`config.mk`:
```
export PLATFORM = sky130hd
export DESIGN_NAME = trig_series_accelerator
export DESIGN_NICKNAME = d
export VERILOG_FILES = /design/src/rtl/trig_series_accelerator.sv
export SDC_FILE = /design/constraint.sdc
export NUM_CORES = 1
export LEC_CHECK = 0
export CAP_MARGIN = 20
export CORE_MARGIN = 4
export CORE_UTILIZATION = 50
export DETAILED_ROUTE_END_ITERATION = 8
export PLACE_DENSITY = 0.77
export SLEW_MARGIN = 40
export SYNTH_ARGS = -nofsm -noshare
export SYNTH_HDL_FRONTEND = slang
export SYNTH_SLANG_ARGS = --single-unit
export TNS_END_PERCENT = 5
```
`constraint.sdc`:
```
create_clock -name clk -period 12 [get_ports clk]
set_clock_uncertainty 0.2 [all_clocks]
set_input_delay 3.6 -clock clk [delete_from_list [all_inputs] [get_ports clk]]
set_output_delay 3.6 -clock clk [all_outputs]
set_load 0.02 [all_outputs]
```
`src/rtl/trig_series_accelerator.sv`:
```
// Sequential truncated-Taylor sin/cos engine: one series term per clock, shared term register.
// Latency N+1 cycles start->done; start is ignored unless ready (no queueing).
module trig_series_accelerator #(
  parameter int W         = 10,
  parameter int CW        = 12,
  parameter int MAX_TERMS = 8,
  localparam int NW       = $clog2(MAX_TERMS + 1)
) (
  input  logic          clk,
  input  logic          rst,
  input  logic          start,
  input  logic          mode,
  input  logic [W-1:0]  x,
  input  logic [NW-1:0] n_terms,
  output logic [W:0]    result,
  output logic          ready,
  output logic          done
);

  typedef enum logic [1:0] {IDLE, LOAD, CALC} state_t;

  localparam int ROM_N = 2 ** NW;
  localparam logic [W:0] ONE_T = (W + 1)'(1) << W;
  localparam logic signed [W+2:0] ONE_S = (W + 3)'(1) << W;

  // round(2^CW / n!); the factorial stops growing once the quotient is certainly zero.
  function automatic logic [CW:0] recip_fact(input int n);
    longint f;
    f = 1;
    for (int i = 2; i <= n; i++) begin
      if (f <= (longint'(1) << (CW + 2))) f = f * i;
    end
    return (CW + 1)'(((longint'(1) << (CW + 1)) + f) / (2 * f));
  endfunction

  logic [CW:0] cos_rom [ROM_N];
  logic [CW:0] sin_rom [ROM_N];

  for (genvar g = 0; g < ROM_N; g++) begin : g_rom
    localparam logic [CW:0] C_COS = (g < MAX_TERMS) ? recip_fact(2 * g)     : '0;
    localparam logic [CW:0] C_SIN = (g < MAX_TERMS) ? recip_fact(2 * g + 1) : '0;
    assign cos_rom[g] = C_COS;
    assign sin_rom[g] = C_SIN;
  end

  state_t                state_q;
  logic                  mode_q;
  logic [W-1:0]          x_q;
  logic [NW-1:0]         n_q;
  logic [NW-1:0]         k_q;
  logic [W:0]            x2_q;
  logic [W:0]            t_q;
  logic signed [W+2:0]   acc_q;
  logic [W:0]            result_q;
  logic                  ready_q;
  logic                  done_q;

  logic [CW:0]           coef;
  logic [W+CW+1:0]       prod_tc;
  logic [2*W+1:0]        prod_tx;
  logic [2*W-1:0]        prod_xx;
  logic [W:0]            term;
  logic [W:0]            t_d;
  logic [W:0]            x2_d;
  logic signed [W+2:0]   term_s;
  logic signed [W+2:0]   acc_d;
  logic [W:0]            result_d;
  logic [NW-1:0]         n_d;
  logic                  last;

  assign coef    = mode_q ? sin_rom[k_q] : cos_rom[k_q];
  assign prod_tc = {{(CW + 1){1'b0}}, t_q} * {{(W + 1){1'b0}}, coef};
  assign prod_tx = {{(W + 1){1'b0}}, t_q} * {{(W + 1){1'b0}}, x2_q};
  assign prod_xx = {{W{1'b0}}, x_q} * {{W{1'b0}}, x_q};
  assign term    = (W + 1)'(prod_tc >> CW);
  assign t_d     = (W + 1)'(prod_tx >> W);
  assign x2_d    = (W + 1)'(prod_xx >> W);
  assign term_s  = signed'({2'b00, term});
  // Series signs alternate: even terms add, odd terms subtract.
  assign acc_d   = k_q[0] ? (acc_q - term_s) : (acc_q + term_s);
  assign last    = (k_q == n_q - 1'b1);

  always_comb begin
    result_d = acc_d[W:0];
    if (acc_d < 0)          result_d = '0;
    else if (acc_d > ONE_S) result_d = ONE_T;
  end

  always_comb begin
    n_d = n_terms;
    if (n_terms == '0)                 n_d = NW'(1);
    else if (n_terms > NW'(MAX_TERMS)) n_d = NW'(MAX_TERMS);
  end

  always_ff @(posedge clk or negedge rst) begin
    if (!rst) begin
      state_q  <= IDLE;
      mode_q   <= 1'b0;
      x_q      <= '0;
      n_q      <= '0;
      k_q      <= '0;
      x2_q     <= '0;
      t_q      <= '0;
      acc_q    <= '0;
      result_q <= '0;
      ready_q  <= 1'b1;
      done_q   <= 1'b0;
    end else begin
      case (state_q)
        IDLE: begin
          done_q <= 1'b0;
          if (start) begin
            mode_q  <= mode;
            x_q     <= x;
            n_q     <= n_d;
            ready_q <= 1'b0;
            state_q <= LOAD;
          end
        end
        LOAD: begin
          x2_q    <= x2_d;
          t_q     <= mode_q ? {1'b0, x_q} : ONE_T;
          acc_q   <= '0;
          k_q     <= '0;
          state_q <= CALC;
        end
        CALC: begin
          acc_q <= acc_d;
          t_q   <= t_d;
          k_q   <= k_q + 1'b1;
          if (last) begin
            result_q <= result_d;
            done_q   <= 1'b1;
            ready_q  <= 1'b1;
            state_q  <= IDLE;
          end
        end
        default: begin
          ready_q <= 1'b1;
          done_q  <= 1'b0;
          state_q <= IDLE;
        end
      endcase
    end
  end

  assign result = result_q;
  assign ready  = ready_q;
  assign done   = done_q;

endmodule

```
Word level (Yosys, flattened, before mapping)
Memories as Yosys holds them, arrays and structs flattened. Index checks and enable logic that the tools add are counted.

Shift operators: 0. Eq/ne operators: 5. Bitwise logic cells: 2. Order comparisons: 4. Reduce and logical (&&, ||, !) cells: 8. Multiplexer cells: 21. Div/mod/pow operators: 0. $mul: 3. Add/subtract/negate cells: 4.

Operators with widths (count): $mux W13 (6); $mux W11 (3); $pmux W13 S2 (1); $mul A11 B13 Y23 (1); $pmux W11 S2 (1); $mul A11 B10 Y21 (1); $mul A10 B10 Y20 (1); $add A13 B12 Y13 (1); $gt A13 B12 Y1 const B (1); $lt A13 B1 Y1 const B (1); $sub A13 B12 Y13 (1); $mux W4 (2); $pmux W4 S2 (1); $reduce_and A2 Y1 (4); $pmux W2 S3 (1); $ge A5 B5 Y1 const B (1); $not A4 Y5 (1); $add A4 B1 Y4 const B (1); $eq A4 B4 Y1 (1); $gt A4 B4 Y1 const B (1); $logic_not A4 Y1 (1); $mux W2 (2); $ne A2 B2 Y1 const B (2); $sub A4 B1 Y4 const B (1); 9 further kinds (10).

Input port bits: 18. Bits in writable memories: 0. ROM bits: 416. Latch bits: 0. Flip-flop bits (word level): 68. Memories: 2. Output and inout port bits: 13. Logic and storage cells: 60.

Memory list: (no name shown) (words 16, width 13, rd ports 1, clocked after memory_dff 0, wr ports 0, line 71) `assign coef = mode_q ? sin_rom[k_q] : cos_rom[k_q];`; (no name shown) (words 16, width 13, rd ports 1, clocked after memory_dff 0, wr ports 0, line 71).

Longest topological paths before layout
Gate-level depths: netlist of the first run.

Depth in word-level cells: 11. Mapped depth: 42.

Least setup slack after synthesis of the first run
No wires, ideal clock.

Kind: reg2reg. From: reg k_q[0]. To: reg result_q[0] (netlist: result[0]). Setup slack: 2.587 ns. Cell stages (with the launch flop): 40. Path buffers: 1. Arrival: 9.039 ns. Clock period less this slack: 9.413 ns. Cell sequence: dfrtp_1 > buf_2 > clkinv_1 > ha_1 > mux2i_2 > nor2_1 > and2_1 > fa_1 > fa_1 > inv_1 > fa_1 > inv_1 > fa_1 > inv_1 > fa_1 > inv_1 > ha_1 > a21oi_1 > [4 not listed] > xnor2_1 > inv_1 > ha_1 > nor4b_1 > o21ai_0 > nand3_1 > o21ai_0 > xor2_1 > ha_1 > o21a_1 > o21ai_0 > a21oi_1 > o211ai_1 > nand2_1 > xnor2_1 > nor2b_1 > o21ai_0 > o31ai_1.

Cells in the longest elaborated chain, start to end: 11. Elaborated cells between the ends (all ways): 18. Those cells by class: add/sub (2); mul (1); order compare (2); eq/ne (1); mux (8); bitwise (1); reduce/logical (1); memory (2).

Ends and longest elaborated chain: start, declared (line 50) `logic [NW-1:0] k_q;`; start signal, assigned (line 130) `k_q <= k_q + 1'b1;`; $not A4 Y5 (not written as such) (line 71); $mem_v2 Z16 W13; $mux W13 (not written as such) (2 in a row) (line 71); $mux W13 (line 71); $mul A11 B13 Y23 (line 72) `assign prod_tc = {{(CW + 1){1'b0}}, t_q} * {{(W + 1){1'b0}}, coef};`; $add A13 B12 Y13 or $sub A13 B12 Y13 (tied branches) (line 80) `assign acc_d = k_q[0] ? (acc_q - term_s) : (acc_q + term_s);`; $mux W13 (line 80); $gt A13 B12 Y1 (line 86) `else if (acc_d > ONE_S) result_d = ONE_T;`; $mux W11 (line 86); $mux W11 (line 85) `if (acc_d < 0) result_d = '0;`; end signal, assigned (line 132) `result_q <= result_d;`; end, declared (line 54) `logic [W:0] result_q;`.

Parallel ways exist; a longest one is shown, timed or not. The select of a mux whose other input is x is not followed. A chain may end at the register's enable or synchronous reset.

Worst setup path in the final report of the first run
Ends and elaborated chain as after synthesis.

==> flow_metrics.tcl, run 1 <==
set metrics [dict create \
    drtPass1Iterations 5 \
    synthFlopType "dfrtp_1" \
    track_usage_pct 20.83 \
    cts_hold_buf 0 \
    synthTopCellsByArea "fa_1, ha_1, dfrtp_1" \
    ys_top_cells_by_count "inv_1, ha_1, fa_1" \
    initial_core_util_pct 51.25 \
    hold_violations 0 \
    synth.mux.area_fraction_pct 2.171 \
    yosys.area_share.adder_pct 45.02 \
    grt_pass1_wl_microns 50220 \
    cap_violations 0 \
    syn_nets 1907 \
    die_x_microns 171.9 \
    highest_layer "met4" \
    core_area_sq_um 26210 \
    wire_per_inst_microns 16.28 \
    arrival_ns 10.89 \
    tightestPinTransition_ns 0.8853 \
    avgSynthCellArea_sq_um 8.918 \
    start_kind "flop" \
    vias 10250 \
    antenna_found_initial 0 \
    slew_viol_final 0 \
    cts_sinks 68 \
    cp_top_family "adder cells" \
    fmax_mhz 92.24 \
    port_buffers 30 \
    cts_made_buffers 9 \
    synth_top_cell_area_share_pct 24.89 \
    crit_top_cell "inv_1" \
    rsz0062_at_grt "false" \
    viasPerCell 5.592 \
    die-area_sq_um 29550 \
    outcome "complete, no violations" \
    post_cts_resized 0 \
    dr_wl_met3_microns 1684 \
    cts_root_buffer "clkbuf_16" \
    final_cells 1833 \
    cts_setup_buffers 0 \
    area_growth_syn_to_layout_pct 6.596 \
    fp-row-count 59 \
    diodes 0 \
    io_pins 31 \
    ant_nets 0 \
    drc 0 \
    yosysTopAreaCell "fa_1" \
    critical_path_required_ns 12.05 \
    route.met2.wl_microns 14130 \
    post-place-cells 1817 \
    overflow 0 \
    synth-edff-count 0 \
    period_share_pct 90.34 \
    drt_iter0_drc 567 \
    synth_compound_area_share_pct 9.661 \
    crit_fanout 19 \
    min_period_ns 10.84 \
    yosysMostFrequentCell "inv_1" \
    async_flop_share_pct 100.0 \
    clockBufferDepth 2 \
    grt_pass1_vias 10410 \
    hold_class "flop to flop" \
    endpoint_kind "flop" \
    finalWirelength_microns 29850 \
    path_class "flop to flop" \
    finalNetCount 1894 \
    critPathMaxStageDelay_ns 0.79 \
    met1_length_microns 13260 \
    grt_max_degree 69 \
    slew_headroom_pct 40.98 \
    ys_seq_area_share_pct 12.68 \
    synthCells 1506 \
    h-tree-depth 3 \
    cts_tree "built" \
    slowest_stage "dfrtp_1" \
    hpwl_microns 23320 \
    synth_cell_types 76 \
    clk_latency_ns 0.34 \
    synthSimpleGateAreaFrac_pct 16.80 \
    synth_top_family_by_area "adder cells" \
    drive_gt1_share_pct 5.274 \
    die_h_microns 171.9 \
    ys_ff_latch 68 \
    ys_warn_count 0 \
    synth-xor-area-share_pct 3.885 \
    path_clk_slew_ns 0.06 \
    setup-tns-final_ns 0 \
    setup_viol 0 \
    cp_num_buf_inv 7 \
    syn-cell-area_sq_um 13430 \
    gp_congestion 0.8792 \
]
==> cells by family after synthesis <==
family | Yosys count
AOI/OAI and AO/OA | 185
xor gates and xnor gates | 58
adders and majority gates | 383
buffers and inverters | 347
DFF | 68
muxes | 26
and+or+nand+nor | 439
==> stage by stage <==
stage	hold WS, ns	worst slack (ns)	area [sq um]	util (%)
final	0.2832	1.159	14320	54.63
after global routing	0.3321	0.2731	14320	54.63
after detailed placement	0.2764	1.453	13980	53.34
after CTS	0.2902	1.276	14320	54.63
after global placement	0.2768	1.720	13970	53.31
after floorplan	0.2726	2.587	13430	-
==> cell type report <==
class / instances / area, sq um
Fill cell: 2258 / 11890
Multi-Input combinational cell: 1091 / 10420
Sequential cell: 68 / 1703
Inverter: 282 / 1059
Tap cell: 335 / 419.2
Timing Repair Buffer: 41 / 381.6
Clock buffer: 11 / 252.7
Clock inverter: 5 / 83.83
==> path summary, 6_finish.rpt <==
check                           cells after the start       from  slack, ns   endpoint
worst max register to register                     37     k_q[0]       1.16  result[0]
worst min register to register                      2  result[4]       0.28  result[4]
min in group asynchronous                           2        rst       3.14   acc_q[0]
worst max-delay path                               37     k_q[0]       1.16  result[0]
worst min-delay path                                2  result[4]       0.28  result[4]
max in group asynchronous                           2        rst       7.99     t_q[6]
==> registers in the layout, summed over array words and instances (netlist names) <==
register / flops
n_q: 4
k_q: 4
ready: 1
result: 11
x_q: 10
done: 1
acc_q: 13
mode_q: 1
state_q: 2
t_q: 11
x2_q: 10
==> layer usage <==
metal / track usage, % / vias to the layer above
li1: - / 4826
met1: 29.11 / 5056
met2: 34.00 / 309
met3: 2.561 / 60
met4: 6.630 / 0
met5: 0 / -
==> cells in the final DEF, fill, tap and decap left out, drive strengths merged, types with 9 or more instances in the layout <==
master,instances
inv,279
ha,216
fa,167
nand2,150
and2,121
dfrtp,67
nor2,51
a21oi,47
xnor2,35
o21ai,35
clkdlybuf4s50,29
xor2,22
nand3,22
mux2,22
nor3,20
o31ai,16
and3,15
nand2b,14
o22ai,14
buf,12
a21o,11
clkbuf,11
o21a,10
nor2b,9
==> worst register-to-register path: cells and delay by family (launching register included) <==
family / cells / cell delay (ns)
AND/OR/NAND/NOR: 6 / 1.49
flip-flops: 1 / 0.79
buffers and inverters: 7 / 0.83
adder cells (fa/ha/maj): 9 / 3.92
multiplexers: 1 / 0.34
AO/OA/AOI/OAI: 11 / 2.30
XOR/XNOR: 3 / 0.87
Power of run 1 is not shown: default switching activity piles up to over one toggle a cycle in this logic, so the estimate is an artifact.
==> run 2: changes to the inputs <==
--- a/config.mk
+++ b/config.mk
@@ -10,7 +10,7 @@
 export CORE_UTILIZATION = 50
 export DETAILED_ROUTE_END_ITERATION = 8
 export PLACE_DENSITY = 0.77
-export SLEW_MARGIN = 40
+export SLEW_MARGIN = 10
 export SYNTH_ARGS = -nofsm -noshare
 export SYNTH_HDL_FRONTEND = slang
 export SYNTH_SLANG_ARGS = --single-unit
==> flow_metrics.tcl, run 2 (synthesis results as in run 1) <==
set metrics [dict create \
    finalNetCount 1894 \
    reg2regPathDepth 37 \
    hpwl_microns 23370 \
    die_x_microns 171.9 \
    clk_latency_ns 0.34 \
    track_usage_pct 21.07 \
    hold_class "flop to flop" \
    final_cell_mix "inv_1, ha_1, fa_1, nand2_1, and2_1" \
    cts_tree "built" \
    cts_made_buffers 9 \
    setup_viol 0 \
    outcome "complete, no violations" \
    wire_per_inst_microns 16.16 \
    slew_headroom_pct 41.24 \
    grt_pass1_vias 10530 \
    gp_congestion 0.8792 \
    cp_num_buf_inv 7 \
    area_growth_syn_to_layout_pct 6.568 \
    crit_top_cell "inv_1" \
    top_register "acc_q" \
    path_class "flop to flop" \
    drive_gt1_share_pct 5.274 \
    rsz0062_at_grt "false" \
    tightestPinTransition_ns 0.8814 \
    antenna_found_initial 0 \
    cap_violations 0 \
    io_pins 31 \
    largest_reg_flops 13 \
    hold_violations 0 \
    die_h_microns 171.9 \
    start_kind "flop" \
    slew_viol_final 0 \
    drt_iter0_drc 492 \
    overflow 0 \
    h-tree-depth 3 \
    arrival_ns 10.75 \
    fp-row-count 59 \
    grt_pass1_wl_microns 50920 \
    critPathMaxStageDelay_ns 0.77 \
    endpoint_kind "flop" \
    drtPass1Iterations 5 \
    cp.depth 37 \
    layout_commonest_cell "inv_1" \
    period_share_pct 89.16 \
    finalWirelength_microns 29620 \
    fmax_mhz 93.46 \
    cts_setup_buffers 0 \
    viasPerCell 5.573 \
    setup-tns-final_ns 0 \
    hold_path_depth 2 \
    crit_fanout 19 \
    cp_top_family "adder cells" \
    drc 0 \
    ant_nets 0 \
    final_cells 1833 \
    cts_root_buffer "clkbuf_16" \
    cts_hold_buf 0 \
    vias 10220 \
    diodes 0 \
    cts_sinks 68 \
    post-place-cells 1817 \
    critical_path_required_ns 12.05 \
    clockBufferDepth 2 \
    core_area_sq_um 26210 \
    slowest_stage "dfrtp_1" \
    post_cts_resized 0 \
    min_period_ns 10.70 \
    grt_max_degree 69 \
    initial_core_util_pct 51.25 \
    die-area_sq_um 29550 \
    path_clk_slew_ns 0.06 \
    port_buffers 30 \
]
## run 2: cell types whose count changed in the layout (fill, tap and decap cells not counted)
cell   change
buf_6      -1
buf_4      +1
## run 2: worst paths after layout
path / startpoint / to / slack [ns]
worst max-delay path: k_q[0] / result[0] / 1.30
worst min-delay path: result[4] / result[4] / 0.29
worst max register to register: k_q[0] / result[0] / 1.30
worst min register to register: result[4] / result[4] / 0.29
max in group asynchronous: rst / t_q[4] / 7.75
min in group asynchronous: rst / acc_q[4] / 3.25
## run 2: per-layer routing
metal / track usage [%] / share of wire [%] / wire length [microns]
met2: 34.77 / 48 / 14280
met1: 29.76 / 45 / 13340
met4: 5.366 / 2.0 / 604
met5: 0 / 0 / 0
met3: 2.515 / 4.7 / 1401
## run 2: worst min-delay path: stages, from the launching register on
cell     delay (ns)
dfrtp_1        0.34
nand2_1        0.06
o31ai_2        0.05
## run 2: area by class of cell
cell class / count / area [sq um]
well taps: 335 / 419.2
clock inverters: 5 / 83.83
multi-input cells: 1091 / 10420
repair buffers: 41 / 377.9
clock buffers: 11 / 252.7
fillers: 2226 / 11890
inverters: 282 / 1059
flip-flops and latches: 68 / 1703
## run 2: stage by stage
step | hold slack (ns) | setup WS (ns) | util [%] | cell area, sq um
CTS | 0.2900 | 1.375 | 54.60 | 14310
floorplan | 0.2726 | 2.587 | - | 13430
finish | 0.2863 | 1.301 | 54.61 | 14310
detailed placement | 0.2764 | 1.435 | 53.31 | 13970
global route | 0.3191 | 0.4077 | 54.61 | 14310
global placement | 0.2768 | 1.720 | 53.31 | 13970
Power of run 2 is left out for the same reason.
